$ cat src/rtl/char_pixel_renderer.sv
// char_pixel_renderer: last stage of the text-mode video path.
// Looks up the glyph row for the current character in a synchronous font
// ROM, picks the bit for the pixel column and drives registered RGB plus
// hsync/vsync delayed to match. Two pix_valid strobes of latency.
// Optional blinking cursor cell is built when the macro CURSOR_EN is defined.
module char_pixel_renderer #(
    parameter int RGB_W        = 12,
    parameter int BLINK_FRAMES = 30
) (
    input  logic             clk,
    input  logic             rst_n,
    input  logic             pix_valid,
    input  logic [9:0]       x,
    input  logic [9:0]       y,
    input  logic [6:0]       char_addr,
    input  logic             video_on,
    input  logic             hsync_in,
    input  logic             vsync_in,
`ifdef CURSOR_EN
    input  logic [5:0]       cursor_col,
    input  logic [4:0]       cursor_row,
`endif
    output logic [11:0]      rom_addr,
    input  logic [15:0]      rom_data,
    input  logic [RGB_W-1:0] fg_color,
    input  logic [RGB_W-1:0] bg_color,
    output logic [RGB_W-1:0] rgb,
    output logic             hsync_out,
    output logic             vsync_out,
    output logic             pix_out_valid
);

    // stage 1: ROM address and per-pixel attributes
    logic [11:0]      rom_addr_q;
    logic [3:0]       col_q;
    logic             blank_q;
    logic             on_q;
    logic             hs1_q;
    logic             vs1_q;
    // stage 2: pixel outputs
    logic [RGB_W-1:0] rgb_q;
    logic [RGB_W-1:0] rgb_d;
    logic             glyph_bit_d;
    logic             hs2_q;
    logic             vs2_q;
    logic             pix_out_valid_q;

`ifdef CURSOR_EN
    localparam int CW = (BLINK_FRAMES > 1) ? $clog2(BLINK_FRAMES) : 1;
    localparam logic [CW-1:0] LAST_FRAME = CW'(BLINK_FRAMES - 1);

    logic          hit_q;
    logic [CW-1:0] frame_cnt_q;
    logic          blink_phase_q;
`else
    // Upper coordinate bits only select the cursor cell.
    logic unused_coord;
    assign unused_coord = ^{x[9:4], y[9:5]};
`endif

    // Stage 1 capture; everything holds while pix_valid is low so the ROM
    // address (and therefore rom_data) stays stable across any stall.
    always_ff @(posedge clk or negedge rst_n) begin
        if (!rst_n) begin
            rom_addr_q <= '0;
            col_q      <= '0;
            blank_q    <= 1'b0;
            on_q       <= 1'b0;
            hs1_q      <= 1'b1;
            vs1_q      <= 1'b1;
        end else if (pix_valid) begin
            rom_addr_q <= {char_addr, y[4:0]};
            col_q      <= x[3:0];
            blank_q    <= (char_addr == 7'd0) | ~video_on;
            on_q       <= video_on;
            hs1_q      <= hsync_in;
            vs1_q      <= vsync_in;
        end
    end

`ifdef CURSOR_EN
    // Cursor cell match, captured alongside the rest of stage 1.
    always_ff @(posedge clk or negedge rst_n) begin
        if (!rst_n) begin
            hit_q <= 1'b0;
        end else if (pix_valid) begin
            hit_q <= (x[9:4] == cursor_col) && (y[9:5] == cursor_row);
        end
    end

    // Frame counter on vsync falling edges; blink phase flips at each wrap.
    always_ff @(posedge clk or negedge rst_n) begin
        if (!rst_n) begin
            frame_cnt_q   <= '0;
            blink_phase_q <= 1'b0;
        end else if (pix_valid && vs1_q && !vsync_in) begin
            if (frame_cnt_q == LAST_FRAME) begin
                frame_cnt_q   <= '0;
                blink_phase_q <= ~blink_phase_q;
            end else begin
                frame_cnt_q <= frame_cnt_q + 1'b1;
            end
        end
    end
`endif

    // Glyph bit select (bit 15 is the leftmost pixel) and colour mux.
    always_comb begin
        glyph_bit_d = rom_data[~col_q] & ~blank_q;
`ifdef CURSOR_EN
        glyph_bit_d = glyph_bit_d ^ (hit_q & blink_phase_q & on_q);
`endif
        rgb_d = on_q ? (glyph_bit_d ? fg_color : bg_color) : '0;
    end

    // Stage 2 output registers.
    always_ff @(posedge clk or negedge rst_n) begin
        if (!rst_n) begin
            rgb_q <= '0;
            hs2_q <= 1'b1;
            vs2_q <= 1'b1;
        end else if (pix_valid) begin
            rgb_q <= rgb_d;
            hs2_q <= hs1_q;
            vs2_q <= vs1_q;
        end
    end

    // Output strobe trails pix_valid by one clock.
    always_ff @(posedge clk or negedge rst_n) begin
        if (!rst_n) begin
            pix_out_valid_q <= 1'b0;
        end else begin
            pix_out_valid_q <= pix_valid;
        end
    end

    assign rom_addr      = rom_addr_q;
    assign rgb           = rgb_q;
    assign hsync_out     = hs2_q;
    assign vsync_out     = vs2_q;
    assign pix_out_valid = pix_out_valid_q;

endmodule

$ cat config.mk
export PLATFORM = sky130hd
export DESIGN_NAME = char_pixel_renderer
export DESIGN_NICKNAME = d
export VERILOG_FILES = /design/src/rtl/char_pixel_renderer.sv
export SDC_FILE = /design/constraint.sdc
export NUM_CORES = 1
export LEC_CHECK = 0
export CORE_UTILIZATION = 54
export DETAILED_ROUTE_END_ITERATION = 10
export DONT_BUFFER_PORTS = 1
export PLACE_DENSITY = 0.69
export SYNTH_ARGS = -nofsm -noshare
export SYNTH_HDL_FRONTEND = slang
export SYNTH_SLANG_ARGS = --single-unit
$ cat constraint.sdc
create_clock -name clk -period 3.3 [get_ports clk]
set_input_delay 0 -clock clk [delete_from_list [all_inputs] [get_ports clk]]
set_output_delay 0 -clock clk [all_outputs]
set_load 0.05 [all_outputs]
==> impl_metrics.toml <==
[sta]
grt_setup_unrepaired = "false"
skew_ns = 0.00589
report.final.slew_viol_count = 0
final.period_utilization_pct = 88.1
setup_viol = 0
clock.fmax_mhz = 344
min_period_ns = 2.91
worst_margin_pin_slew_ns = 0.810
setup_total_negative_slack_ns = 0
final-hold-violation-count = 0
slew_headroom_pct = 46.0

[cts]
cts.repair_timing.setup_buffer_count = 0
cts.hold.buffers_added = 48
clkLatencyLatePin_ns = 0.34
clkSlewWorstSetupHoldPaths_ns = 0.11
htree_levels = 2
clockBufferDepth = 2
cts_tree = "yes"
cts_root_buffer = "sky130_fd_sc_hd__clkbuf_4"
cts_repair_resize_count = 0
cts.sinks = 35
cts-buffers-inserted = 5

[final_layout]
area_growth_syn_to_layout_pct = 33.9
n_antenna_cell = 0
layout-drive-gt1-share_pct = 27.5
finalNonFillerCells = 224
fillerInstances = 176
nets = 254

[drt]
met3_routed_length_um = 310
ant_nets = 0
number_of_detailed_route_iterations_in_the_first_pass = 4
drt_wl_total_um = 4180
top_routing_layer_used = "met4"
routed_wire_length_per_instance_um = 18.6
met1_length_um = 1600
detailroute.wirelength.met2_um = 2220
detail_route.iter0.violations = 50
via_count = 1283
drc = 0
drt-vias-per-instance = 5.73

[critical_path]
worst-path-max-fanout = 13
worstPathRequired_ns = 3.53
critPathArrivalTime_ns = 3.13
cpPeakStageDelay_ns = 0.58
r2r-end = "rgb[0]"
category_of_the_critical_setup_timing_path = "reg -> reg"
worst_setup_path_start_kind = "register"
r2r_cells = 5
worstSetupEndpointType = "register"
worstPathCellList = "mux4_2, o2111ai_2, and2_4, o221ai_1, dlygate4sd3_1"
rrSetupSlack_ns = 0.39
rr_startpoint = "col_q[0]"
critPathSlowestCell = "sky130_fd_sc_hd__dlygate4sd3_1"

[pwr]
p_per_area_nw_per_um2 = 534
leakage_nw = 0.933
power_consumption_w = 0.00122
peakVddDrop_mv = 0.424

[global_route]
grt_antenna_before_repair = 0
number_of_global_route_vias_before_repair = 1406
grt_max_degree = 37
grt_overflow_total = 0
global_router_s_overall_resource_usage_pct = 26.4
grt_pass1_wl_um = 6420

[logic_synthesis]
yosysWarningCount = 0
synth_area_leaders = "sky130_fd_sc_hd__dfrtp_1 46%, sky130_fd_sc_hd__mux2_2 14%, sky130_fd_sc_hd__o221ai_2 8.8%"
seq_area_frac_synth_pct = 51.8
synth_edf_count = 0
post_synth.cell_area_avg_um2 = 12.4
synth_nets = 210
yosysTopAreaCell = "sky130_fd_sc_hd__dfrtp_1"
yosys.cell_count.top_type = "sky130_fd_sc_hd__dfrtp_1"
synthesis.area_um2 = 1700
yosys_register_bits = 35
synth_common_cells = "31 x sky130_fd_sc_hd__dfrtp_1, 21 x sky130_fd_sc_hd__mux2_2, 14 x sky130_fd_sc_hd__nand2_1, 12 x sky130_fd_sc_hd__inv_1, 12 x sky130_fd_sc_hd__nand4_1"
synth_async_sr_flop_share_pct = 100
yosysUniqueCellTypes = 27
yosys.area.top_type_share_pct = 45.6
synthFlopType = "sky130_fd_sc_hd__dfrtp_1"
postSynthCellCount = 137

[place]
global_placer_s_final_weighted_congestion = 0.691
place.port_buffers = 0
place.detailed.hpwl_um = 2420
dp.cells = 168

[worst_hold_path]
worst_min_delay_path_class = "in -> async"

[die]
die_h_um = 58.1
top_level_ports = 100
rows = 19
initial_utilization_pct = 59.1
fp.coreArea_um2 = 2880
die_width_um = 58.1
die_area_um2 = 3380

[run]
maxCapViolCount = 0

[outcome]
status = "completed"
cells by family (layout without fill, tap and decap cells):
group           Yosys count  in the layout  share of synthesized area [%]
compound gates           16             16                           12.1
buf+inv                  23             68                           6.33
flops                    35             35                           51.8
mux                      27             27                           18.9
simple gates             36             36                           10.8
layer usage:
metal,vias up,GRT usage (%)
met3,5,9.82
met5,-,0
li1,587,-
met4,0,9.86
met2,60,47.0
met1,631,28.7
metrics by stage:
step	setup WS (ns)	utilization (%)	area (um2)	hold WS [ns]
2_1_floorplan	1.57	-	1700	-0.296
3_3_place_gp	1.03	58.8	1690	-0.295
3_5_place_dp	0.968	58.8	1690	-0.295
4_1_cts	0.415	79.2	2280	0.0810
5_1_grt	0.246	79.2	2280	0.0901
6_report	0.394	79.2	2280	0.106
worst max-delay path, delay by kind of cell, from the launching register on:
| family | cells | cell delay (ns) |
|---|---|---|
| buffers and inverters | 1 | 0.58 |
| flip-flops | 1 | 0.56 |
| AO/OA/AOI/OAI | 2 | 0.69 |
| AND/OR/NAND/NOR | 1 | 0.40 |
| multiplexers | 1 | 0.56 |
flip-flops by register name, summed over array words and instances, names as in the netlist:
register / count
rgb: 12
hsync_out: 1
col_q: 4
vsync_out: 1
blank_q: 1
vs1_q: 1
hs1_q: 1
rom_addr: 12
on_q: 1
pix_out_valid: 1
final cells by class:
class                   count  area [um2]  share of cell area [%]
clock buffers               6        51.3                    2.25
clock inverters             2        35.0                    1.54
multi-input cells          79         712                    31.3
repair buffers             48         500                    22.0
well taps                  42        52.6                    2.31
inverters                  12        45.0                    1.98
flip-flops and latches     35         881                    38.7
worst max path at each step:
stage               cells past startpoint  slack [ns]  startpoint  endpoint
floorplan                               6        1.57    col_q[0]   rgb[10]
global placement                        4        1.03    col_q[0]   rgb[11]
detailed placement                      4        0.97    col_q[0]    rgb[0]
CTS                                     5        0.41    col_q[0]    rgb[0]
global route                            5        0.25    col_q[0]    rgb[0]
finish                                  5        0.39    col_q[0]    rgb[0]
cells in the final DEF (no fill, tap or decap), drive strengths merged:
cell type	synthesis	routed
a21oi	1	1
a31oi	1	1
and2	2	2
buf	5	2
bufinv	0	1
clkbuf	6	6
clkinv	0	1
dfrtp	31	31
dfstp	4	4
dlygate4sd3	0	46
inv	12	12
mux2	21	21
mux2i	4	4
mux4	2	2
nand2	14	14
nand2b	1	1
nand3	2	2
nand4	12	12
nor2	2	2
nor2b	1	1
nor3	1	1
nor4	1	1
o2111ai	1	1
o211ai	1	1
o221ai	12	12
where the power goes:
group / switching (W) / internal (W) / total (W)
Clock: 0.000147 / 0.000179 / 0.000326
Sequential: 0.000190 / 0.000482 / 0.000671
Combinational: 0.0000931 / 0.000125 / 0.000218
Total: 0.000430 / 0.000786 / 0.00122
No activity file was read; power rests on OpenSTA's default activity.
